<file path="src/rtl/mips_mode_sequencer_pkg.sv">
// Shared definitions for the switch-driven processor control sequencer:
// state encoding, clear-sweep phases, ALU op codes, switch mode codes,
// instruction field positions and the error display constant.
package mips_mode_sequencer_pkg;

  typedef enum logic [3:0] {
    ST_IDLE,
    ST_SAVE_A,
    ST_SAVE_D,
    ST_READ_A,
    ST_READ_S,
    ST_OP_W1,
    ST_OP_W2,
    ST_OP_ARM,
    ST_FETCH_A,
    ST_FETCH_B,
    ST_EXEC,
    ST_CLEAR
  } state_t;

  typedef enum logic [1:0] {
    CLR_SWEEP,
    CLR_SHOW,
    CLR_HOLD
  } clr_phase_t;

  typedef enum logic [1:0] {
    ALU_ADD = 2'b00,
    ALU_SUB = 2'b01,
    ALU_MUL = 2'b10,
    ALU_DIV = 2'b11
  } alu_op_t;

  // Switch values recognised in IDLE
  localparam int MODE_SAVE = 2;
  localparam int MODE_READ = 3;
  localparam int MODE_OP   = 4;

  // Instruction word 1: sr1[9:6] sr2[5:2] op[1:0]
  localparam int F_SR1_LSB = 6;
  localparam int F_SR2_LSB = 2;
  localparam int F_OP_LSB  = 0;
  // Instruction word 2: imm[5] dr[4:1] out[0]
  localparam int F_IMM_BIT = 5;
  localparam int F_DR_LSB  = 1;
  localparam int F_OUT_BIT = 0;

  localparam logic [15:0] ERR_DISP = 16'hFFFF;

  // One-hot mode indication: [0]IDLE [1]SAVE [2]READ [3]OP-IN [4]EXEC [5]CLEAR
  function automatic logic [5:0] mode_leds(input state_t s);
    mode_leds = 6'b000000;
    case (s)
      ST_IDLE:                         mode_leds = 6'b000001;
      ST_SAVE_A, ST_SAVE_D:            mode_leds = 6'b000010;
      ST_READ_A, ST_READ_S:            mode_leds = 6'b000100;
      ST_OP_W1, ST_OP_W2, ST_OP_ARM:   mode_leds = 6'b001000;
      ST_FETCH_A, ST_FETCH_B, ST_EXEC: mode_leds = 6'b010000;
      ST_CLEAR:                        mode_leds = 6'b100000;
      default:                         mode_leds = 6'b000000;
    endcase
  endfunction

endpackage

</file>
<file path="src/rtl/mips_mode_sequencer_if.sv">
// Register-file, ALU and display bus between the sequencer (master)
// and the datapath blocks it drives (slave).
interface mips_mode_sequencer_if #(
  parameter int DW = 16,
  parameter int AW = 4
);
  logic [AW-1:0] mem_addr;
  logic          mem_we;
  logic [DW-1:0] mem_wdata;
  logic [DW-1:0] mem_rdata;
  logic          alu_start;
  logic [1:0]    alu_op;
  logic [DW-1:0] alu_a;
  logic [DW-1:0] alu_b;
  logic          alu_done;
  logic [DW-1:0] alu_result;
  logic          alu_err;
  logic          disp_load;
  logic [DW-1:0] disp_value;

  modport master (
    output mem_addr, mem_we, mem_wdata, alu_start, alu_op, alu_a, alu_b,
           disp_load, disp_value,
    input  mem_rdata, alu_done, alu_result, alu_err
  );

  modport slave (
    input  mem_addr, mem_we, mem_wdata, alu_start, alu_op, alu_a, alu_b,
           disp_load, disp_value,
    output mem_rdata, alu_done, alu_result, alu_err
  );
endinterface

</file>
<file path="src/rtl/mips_mode_sequencer_enter_pulse_sync.sv">
// SYNC-flop synchronizer for an asynchronous board input, plus a one-cycle
// falling-edge pulse that appears SYNC+1 clocks after the input falls.
// SYNC must be at least 2.
module mips_mode_sequencer_enter_pulse_sync #(
  parameter int   SYNC    = 2,
  parameter logic RST_VAL = 1'b1
) (
  input  logic clk,
  input  logic rst,
  input  logic din,
  output logic level,
  output logic fall
);

  logic [SYNC-1:0] sync_q;
  logic            last_q;

  // Synchronizer chain, delayed copy of its output and registered fall pulse
  always_ff @(posedge clk) begin
    if (rst) begin
      sync_q <= {SYNC{RST_VAL}};
      last_q <= RST_VAL;
      fall   <= 1'b0;
    end else begin
      sync_q <= {sync_q[SYNC-2:0], din};
      last_q <= sync_q[SYNC-1];
      fall   <= last_q & ~sync_q[SYNC-1];
    end
  end

  assign level = sync_q[SYNC-1];

endmodule

</file>
<file path="src/rtl/mips_mode_sequencer.sv">
// Top-level control FSM of the switch-driven processor: turns enter presses
// and the switch bank into register-file reads/writes, ALU operations and
// display loads, and runs the register clear sweep.
module mips_mode_sequencer
  import mips_mode_sequencer_pkg::*;
#(
  parameter int DW   = 16,
  parameter int AW   = 4,
  parameter int SWW  = 10,
  parameter int SYNC = 2
) (
  input  logic             clk_50M,
  input  logic             rst,
  input  logic             mem_clr,
  input  logic             enter_bar,
  input  logic [SWW-1:0]   sw,
  output logic [7:0]       LEDG,
  mips_mode_sequencer_if.master bus
);

  logic          enter_p, enter_lvl_unused;
  logic          clr_lvl, clr_fall_unused;
  state_t        state;
  clr_phase_t    clr_phase;
  logic [AW-1:0] addr_q, sr1_q, sr2_q, dr_q, clr_cnt;
  alu_op_t       op_q;
  logic          imm_q, out_q, err_q, issued_q;
  logic          rd_vld_p0, rd_vld_p1;

  mips_mode_sequencer_enter_pulse_sync #(.SYNC(SYNC), .RST_VAL(1'b1)) u_enter_sync (
    .clk   (clk_50M),
    .rst   (rst),
    .din   (enter_bar),
    .level (enter_lvl_unused),
    .fall  (enter_p)
  );

  mips_mode_sequencer_enter_pulse_sync #(.SYNC(SYNC), .RST_VAL(1'b0)) u_clr_sync (
    .clk   (clk_50M),
    .rst   (rst),
    .din   (mem_clr),
    .level (clr_lvl),
    .fall  (clr_fall_unused)
  );

  // Mode state machine with registered bus outputs; clear overrides enter
  always_ff @(posedge clk_50M) begin
    if (rst) begin
      state          <= ST_IDLE;
      clr_phase      <= CLR_SWEEP;
      clr_cnt        <= '0;
      addr_q         <= '0;
      sr1_q          <= '0;
      sr2_q          <= '0;
      dr_q           <= '0;
      op_q           <= ALU_ADD;
      imm_q          <= 1'b0;
      out_q          <= 1'b0;
      err_q          <= 1'b0;
      issued_q       <= 1'b0;
      rd_vld_p0      <= 1'b0;
      rd_vld_p1      <= 1'b0;
      bus.mem_addr   <= '0;
      bus.mem_we     <= 1'b0;
      bus.mem_wdata  <= '0;
      bus.alu_start  <= 1'b0;
      bus.alu_op     <= '0;
      bus.alu_a      <= '0;
      bus.alu_b      <= '0;
      bus.disp_load  <= 1'b0;
      bus.disp_value <= '0;
    end else begin
      bus.mem_we    <= 1'b0;
      bus.alu_start <= 1'b0;
      bus.disp_load <= 1'b0;
      // Read stage p0: address registered; p1: memory has produced rdata
      rd_vld_p0     <= 1'b0;
      rd_vld_p1     <= rd_vld_p0;
      if (rd_vld_p1) begin
        bus.disp_value <= bus.mem_rdata;
        bus.disp_load  <= 1'b1;
      end

      if (clr_lvl && state != ST_CLEAR) begin
        state         <= ST_CLEAR;
        clr_phase     <= CLR_SWEEP;
        clr_cnt       <= '0;
        issued_q      <= 1'b0;
        rd_vld_p1     <= 1'b0;
        bus.disp_load <= 1'b0;
      end else begin
        case (state)
          ST_IDLE: if (enter_p) begin
            if (sw == SWW'(MODE_SAVE)) begin
              state <= ST_SAVE_A;
              err_q <= 1'b0;
            end else if (sw == SWW'(MODE_READ)) begin
              state <= ST_READ_A;
              err_q <= 1'b0;
            end else if (sw == SWW'(MODE_OP)) begin
              state <= ST_OP_W1;
              err_q <= 1'b0;
            end
          end
          ST_SAVE_A: if (enter_p) begin
            addr_q <= sw[AW-1:0];
            state  <= ST_SAVE_D;
          end
          ST_SAVE_D: if (enter_p) begin
            bus.mem_we    <= 1'b1;
            bus.mem_addr  <= addr_q;
            bus.mem_wdata <= DW'(sw);
            state         <= ST_IDLE;
          end
          ST_READ_A: if (enter_p) begin
            bus.mem_addr <= sw[AW-1:0];
            rd_vld_p0    <= 1'b1;
            state        <= ST_READ_S;
          end
          ST_READ_S: if (enter_p) state <= ST_IDLE;
          ST_OP_W1: if (enter_p) begin
            sr1_q <= sw[F_SR1_LSB +: AW];
            sr2_q <= sw[F_SR2_LSB +: AW];
            op_q  <= alu_op_t'(sw[F_OP_LSB +: 2]);
            state <= ST_OP_W2;
          end
          ST_OP_W2: if (enter_p) begin
            imm_q <= sw[F_IMM_BIT];
            dr_q  <= sw[F_DR_LSB +: AW];
            out_q <= sw[F_OUT_BIT];
            state <= ST_OP_ARM;
          end
          ST_OP_ARM: if (enter_p) begin
            bus.mem_addr <= sr1_q;
            state        <= ST_FETCH_A;
          end
          ST_FETCH_A: begin
            bus.mem_addr <= sr2_q;
            state        <= ST_FETCH_B;
          end
          ST_FETCH_B: begin
            bus.alu_a <= bus.mem_rdata;
            issued_q  <= 1'b0;
            state     <= ST_EXEC;
          end
          ST_EXEC: begin
            if (!issued_q) begin
              bus.alu_b     <= imm_q ? DW'(sr2_q) : bus.mem_rdata;
              bus.alu_op    <= op_q;
              bus.alu_start <= 1'b1;
              issued_q      <= 1'b1;
            end else if (bus.alu_done) begin
              issued_q <= 1'b0;
              state    <= ST_IDLE;
              if (bus.alu_err) begin
                bus.disp_value <= DW'(ERR_DISP);
                bus.disp_load  <= 1'b1;
                err_q          <= 1'b1;
              end else if (out_q) begin
                bus.disp_value <= bus.alu_result;
                bus.disp_load  <= 1'b1;
              end else begin
                bus.mem_we    <= 1'b1;
                bus.mem_addr  <= dr_q;
                bus.mem_wdata <= bus.alu_result;
              end
            end
          end
          ST_CLEAR: begin
            case (clr_phase)
              CLR_SWEEP: begin
                bus.mem_we    <= 1'b1;
                bus.mem_addr  <= clr_cnt;
                bus.mem_wdata <= '0;
                clr_cnt       <= clr_cnt + 1'b1;
                if (clr_cnt == {AW{1'b1}}) clr_phase <= CLR_SHOW;
              end
              CLR_SHOW: begin
                bus.disp_value <= '0;
                bus.disp_load  <= 1'b1;
                clr_phase      <= CLR_HOLD;
              end
              default: if (!clr_lvl) state <= ST_IDLE;
            endcase
          end
          default: state <= ST_IDLE;
        endcase
      end
    end
  end

  assign LEDG = {1'b0, err_q, mode_leds(state)};

endmodule
</file>
<file path="src/flat_wrapper.sv">
// flat-port wrapper written by rule: the top's interface ports become plain ports
module mips_mode_sequencer_flat import mips_mode_sequencer_pkg::*;
#(
  parameter int DW   = 16,
  parameter int AW   = 4,
  parameter int SWW  = 10,
  parameter int SYNC = 2
)
  (clk_50M, rst, mem_clr, enter_bar, sw, LEDG, bus_mem_addr, bus_mem_we, bus_mem_wdata, bus_alu_start, bus_alu_op, bus_alu_a, bus_alu_b, bus_disp_load, bus_disp_value, bus_mem_rdata, bus_alu_done, bus_alu_result, bus_alu_err);
  mips_mode_sequencer_if #(.DW(DW), .AW(AW)) bus_i ();
  input  logic clk_50M;
  input  logic rst;
  input  logic mem_clr;
  input  logic enter_bar;
  input  logic [SWW-1:0] sw;
  output logic [7:0] LEDG;
  output wire logic [$bits(bus_i.mem_addr)-1:0] bus_mem_addr;
  output wire logic [$bits(bus_i.mem_we)-1:0] bus_mem_we;
  output wire logic [$bits(bus_i.mem_wdata)-1:0] bus_mem_wdata;
  output wire logic [$bits(bus_i.alu_start)-1:0] bus_alu_start;
  output wire logic [$bits(bus_i.alu_op)-1:0] bus_alu_op;
  output wire logic [$bits(bus_i.alu_a)-1:0] bus_alu_a;
  output wire logic [$bits(bus_i.alu_b)-1:0] bus_alu_b;
  output wire logic [$bits(bus_i.disp_load)-1:0] bus_disp_load;
  output wire logic [$bits(bus_i.disp_value)-1:0] bus_disp_value;
  input wire logic [$bits(bus_i.mem_rdata)-1:0] bus_mem_rdata;
  input wire logic [$bits(bus_i.alu_done)-1:0] bus_alu_done;
  input wire logic [$bits(bus_i.alu_result)-1:0] bus_alu_result;
  input wire logic [$bits(bus_i.alu_err)-1:0] bus_alu_err;
  assign bus_mem_addr = bus_i.mem_addr;
  assign bus_mem_we = bus_i.mem_we;
  assign bus_mem_wdata = bus_i.mem_wdata;
  assign bus_alu_start = bus_i.alu_start;
  assign bus_alu_op = bus_i.alu_op;
  assign bus_alu_a = bus_i.alu_a;
  assign bus_alu_b = bus_i.alu_b;
  assign bus_disp_load = bus_i.disp_load;
  assign bus_disp_value = bus_i.disp_value;
  assign bus_i.mem_rdata = bus_mem_rdata;
  assign bus_i.alu_done = bus_alu_done;
  assign bus_i.alu_result = bus_alu_result;
  assign bus_i.alu_err = bus_alu_err;
  mips_mode_sequencer #(.DW(DW), .AW(AW), .SWW(SWW), .SYNC(SYNC)) u_core (.clk_50M(clk_50M), .rst(rst), .mem_clr(mem_clr), .enter_bar(enter_bar), .sw(sw), .LEDG(LEDG), .bus(bus_i));
endmodule
</file>
<file path="config.mk">
export PLATFORM = sky130hd
export DESIGN_NAME = mips_mode_sequencer_flat
export DESIGN_NICKNAME = d
export VERILOG_FILES = /design/src/rtl/mips_mode_sequencer_pkg.sv /design/src/rtl/mips_mode_sequencer_if.sv /design/src/rtl/mips_mode_sequencer_enter_pulse_sync.sv /design/src/rtl/mips_mode_sequencer.sv /design/src/flat_wrapper.sv
export SDC_FILE = /design/constraint.sdc
export NUM_CORES = 1
export LEC_CHECK = 0
export CAP_MARGIN = 20
export CELL_PAD_IN_SITES_DETAIL_PLACEMENT = 1
export CELL_PAD_IN_SITES_GLOBAL_PLACEMENT = 1
export CORE_MARGIN = 3
export CORE_UTILIZATION = 37
export DETAILED_ROUTE_END_ITERATION = 10
export GPL_ROUTABILITY_DRIVEN = 0
export MAX_ROUTING_LAYER = met4
export PLACE_DENSITY_LB_ADDON = 0.1
export SYNTH_ARGS = -nofsm -noshare
export SYNTH_HDL_FRONTEND = slang
export SYNTH_SLANG_ARGS = --single-unit
</file>
<file path="constraint.sdc">
create_clock -name clk_50M -period 2.3 [get_ports clk_50M]
set_input_delay 0.46 -clock clk_50M [delete_from_list [all_inputs] [get_ports clk_50M]]
set_output_delay 0.46 -clock clk_50M [all_outputs]
set_load 0.005 [all_outputs]
</file>
==> impl_results.md <==
- Pleak: 2.98 nW
- Least-Margin Pin Slew: 0.699 ns
- Cell count of the worst reg-to-reg path: 8
- Max-slew violations: 0
- Crit path required time: 1.84 ns
- # nets final: 766
- Outcome: complete, no violations
- Final Skew: 0.00624 ns
- Beginning of the critical path: u_core.state[0]
- FF-to-FF Start: u_core.state[0]
- Vias in the first global route: 5007
- Max-Cap Viols: 0
- WL/cell: 19.5 µm
- Top cell type's share of synthesized area: 0.435
- HP Class: input port to flop
- Maximum VDD drop: 0.000596 V
- Total Routed Length: 17500 µm
- Synth Instances: 563
- Final hold violation count: 0
- Predominant post-synthesis flop cell: dfxtp_1
- Vias/cell: 5.41
- Max_slew headroom: 0.533
- Worst Hold End: u_core.bus.disp_value[5]
- Top post-synthesis cells by area: dfxtp_1 43%, mux2i_1 12%, nor2_1 6.5%
- Finish-stage setup viols: 0
- Asr flop ratio synth: 0
- CTS Sinks: 113
- Syn Area/Cell: 9.25 µm²
- Logic pwr share: 0.332
- Final non-filler cell area: 7520 µm²
- First-pass GRT wire length: 28000 µm
- Final ANT Viol Nets: 0
- Leading cell type in the layout, fill and taps excluded: clkdlybuf4s50_1
- Crit Path Class: flop to output pin
- Synth Area in Compound Gates: 0.177
- Num CTS Buffers: 17
- Adder-cell share of the synthesized area: 0.0168
- Initial antenna violation count: 0
- Layout cells sized above 1: 0.167
- Top Ports: 129
- Minimum clock period: 2.21 ns
- Fmax: 453 MHz
- Root Driver: clkbuf_16
- Hold Crit Depth: 2
- EDFF count, synth: 0
- GR Util All Layers: 0.232
- Reg clk slew, reported paths: 0.05 ns
- CP cell instances: inv_1 -> ha_4 -> and2_1 -> clkdlybuf4s50_1
- Max Buffers Root-to-Sink: 2
- 1st-pass router iterations: 4
- Starting Density: 0.385
- Slowest cell on crit path: clkdlybuf4s50_1
- IO Port Bufs: 127
- Critical Path AT: 1.75 ns
- Die area: 15500 µm²
- TritonCTS clock tree: yes
- RSZ-0062 raised after global routing: false
- Final Util: 0.557
- Largest area contributor in the netlist: dfxtp_1
- Post-synthesis mux area share: 0.126
- Area Overhead vs Synth: 44.4%
- Fin worst setup slack: 0.0902 ns
- Reg2reg setup slack: 0.14 ns
- Largest net degree at the start of global routing: 52
- Die height: 125 µm
- Setup WS pre-CTS: -0.115 ns
- Row count: 42
- Reg power frac: 0.312
- Cell internal pwr: 5.15 mW
- Synth Warn #: 0
- Detailed Route Iter0 Violations: 235
- Switch Pwr: 2.33 mW
- Post-DP Area: 6820 µm²
- Sequential area share after synthesis: 0.435
- Syn Nets: 618
- Largest family of logic cells by synthesized area: simple AND/OR/NAND/NOR gates
- Switching Share: 0.312
- Die X: 125 µm
- Post-Synth XOR/XNOR Area: 0.00505
- CP Max Fanout: 5
- Vias: 4868
- Tot Pwr: 7.48 mW
- H-tree levels: 4
- Cell Area, Synth: 5210 µm²
- Simple logic cell fraction of the synthesized area: 0.187
- Cell Pwr Density: 996 nW/µm²
- Startpoint types: flop
- Total gr overflow: 0
- CTS Hold Bufs: 0
- Number of register bits inferred by synthesis: 113
- Hold Startpoint: rst
- CP endpoint kind: output pin
- Yosys cell types: 61
- Worst skew pair latency: 0.41 ns
- Residual DRC: 0
- Post-detail-place hpwl: 12800 µm
- CP peak stage delay: 0.49 ns
- Diode count: 0
- Clock Power Share: 0.357
- Commonest cells after routing, fill and taps aside: 125 x clkdlybuf4s50_1, 109 x dfxtp_1, 89 x nor2_1
- RR Endpoint: u_core.bus.mem_wdata[8]
- Final period utilization: 0.961
- Core area: 13500 µm²
==> routing by layer <==
layer	GRT usage	wire, µm
met1	0.300	8050
met2	0.364	8260
met3	0.0523	883
met4	0.0735	308
met5	-	0
==> how the worst max path moves through the flow <==
| stage | end | slack [ns] | depth (start not counted) |
|---|---|---|---|
| finish | LEDG[1] | 0.09 | 4 |
| global route | u_core.bus.mem_addr[1] | 0.02 | 8 |
| CTS | LEDG[2] | 0.009 | 5 |
| detailed placement | u_core.state[1] | -0.12 | 6 |
| global placement | u_core.state[0] | -0.02 | 6 |
| floorplan | u_core.bus.mem_addr[1] | 0.32 | 8 |
==> metrics by stage <==
stage | hold WS [ns] | TNS (ns) | cells
floorplan | 0.389 | 0 | 563
global placement | 0.400 | -0.0502 | 865
detailed placement | 0.403 | -0.418 | 865
CTS | 0.410 | 0 | 897
global route | 0.450 | 0 | 899
finish | 0.421 | 0 | 899
==> power groups by stage <==
| stage | clock [mW] | sequential, mW | combinational [mW] |
|---|---|---|---|
| detailed placement | 0 | 2.33 | 2.37 |
| global route | 2.80 | 2.36 | 2.70 |
| CTS | 2.71 | 2.30 | 2.43 |
| floorplan | 0 | 2.27 | 1.45 |
| finish | 2.67 | 2.33 | 2.48 |
| global placement | 0 | 2.33 | 2.29 |
==> Yosys cell counts (5+ instances only) <==
library cell / count
a211oi_1: 11
a211oi_2: 10
a21oi_1: 35
a22oi_1: 12
buf_2: 8
buf_4: 5
buf_6: 6
clkbuf_1: 24
dfxtp_1: 113
ha_1: 7
inv_1: 8
mux2_2: 5
mux2i_1: 60
nand2_1: 29
nand2b_1: 15
nand3_1: 14
nand3b_1: 15
nor2_1: 90
nor2b_1: 5
nor3_1: 8
o21ai_0: 7
o22ai_1: 14
==> worst max-delay path: cells and delay by family, from the launching register on <==
kind / cells / cell delay (ns)
adders and majority gates: 1 / 0.26
and+or+nand+nor: 1 / 0.11
DFF: 1 / 0.38
buffers and inverters: 2 / 0.59
==> registers in the layout, summed over array words and instances (netlist names), 2 cells and up <==
signal,flops
u_core.u_enter_sync.sync_q,2
u_core.bus.alu_op,2
u_core.clr_phase,2
u_core.bus.alu_a,16
u_core.bus.alu_b,16
u_core.bus.mem_addr,4
u_core.addr_q,4
u_core.u_clr_sync.sync_q,2
u_core.bus.disp_value,16
u_core.op_q,2
u_core.sr2_q,4
u_core.sr1_q,4
u_core.bus.mem_wdata,16
u_core.clr_cnt,4
u_core.state,4
u_core.dr_q,4
==> cell type report <==
type | count | area, µm²
Clock buffer | 20 | 467
Sequential cell | 113 | 2270
Multi-Input combinational cell | 396 | 2720
Timing Repair Buffer | 174 | 1670
Clock inverter | 11 | 136
Fill cell | 1519 | 5990
Inverter | 9 | 36.3
Tap cell | 176 | 220
==> kinds of logic after synthesis <==
family | after synthesis
simple gates | 198
mux | 65
other cells | 1
flops | 113
xor+xnor | 3
buf+inv | 54
fa+ha+maj | 7
compound gates | 122
==> repair_timing <==
action / 4_1_cts / 5_1_grt
pin swaps: 0 / 2
buffers inserted: 1 / 2
endpoints found under the setup margin: 6 / 28
endpoints found under the hold margin: 0 / 0
resized for setup: 9 / 13
cloned: 0 / 0
(Power assumes the default switching activity.)
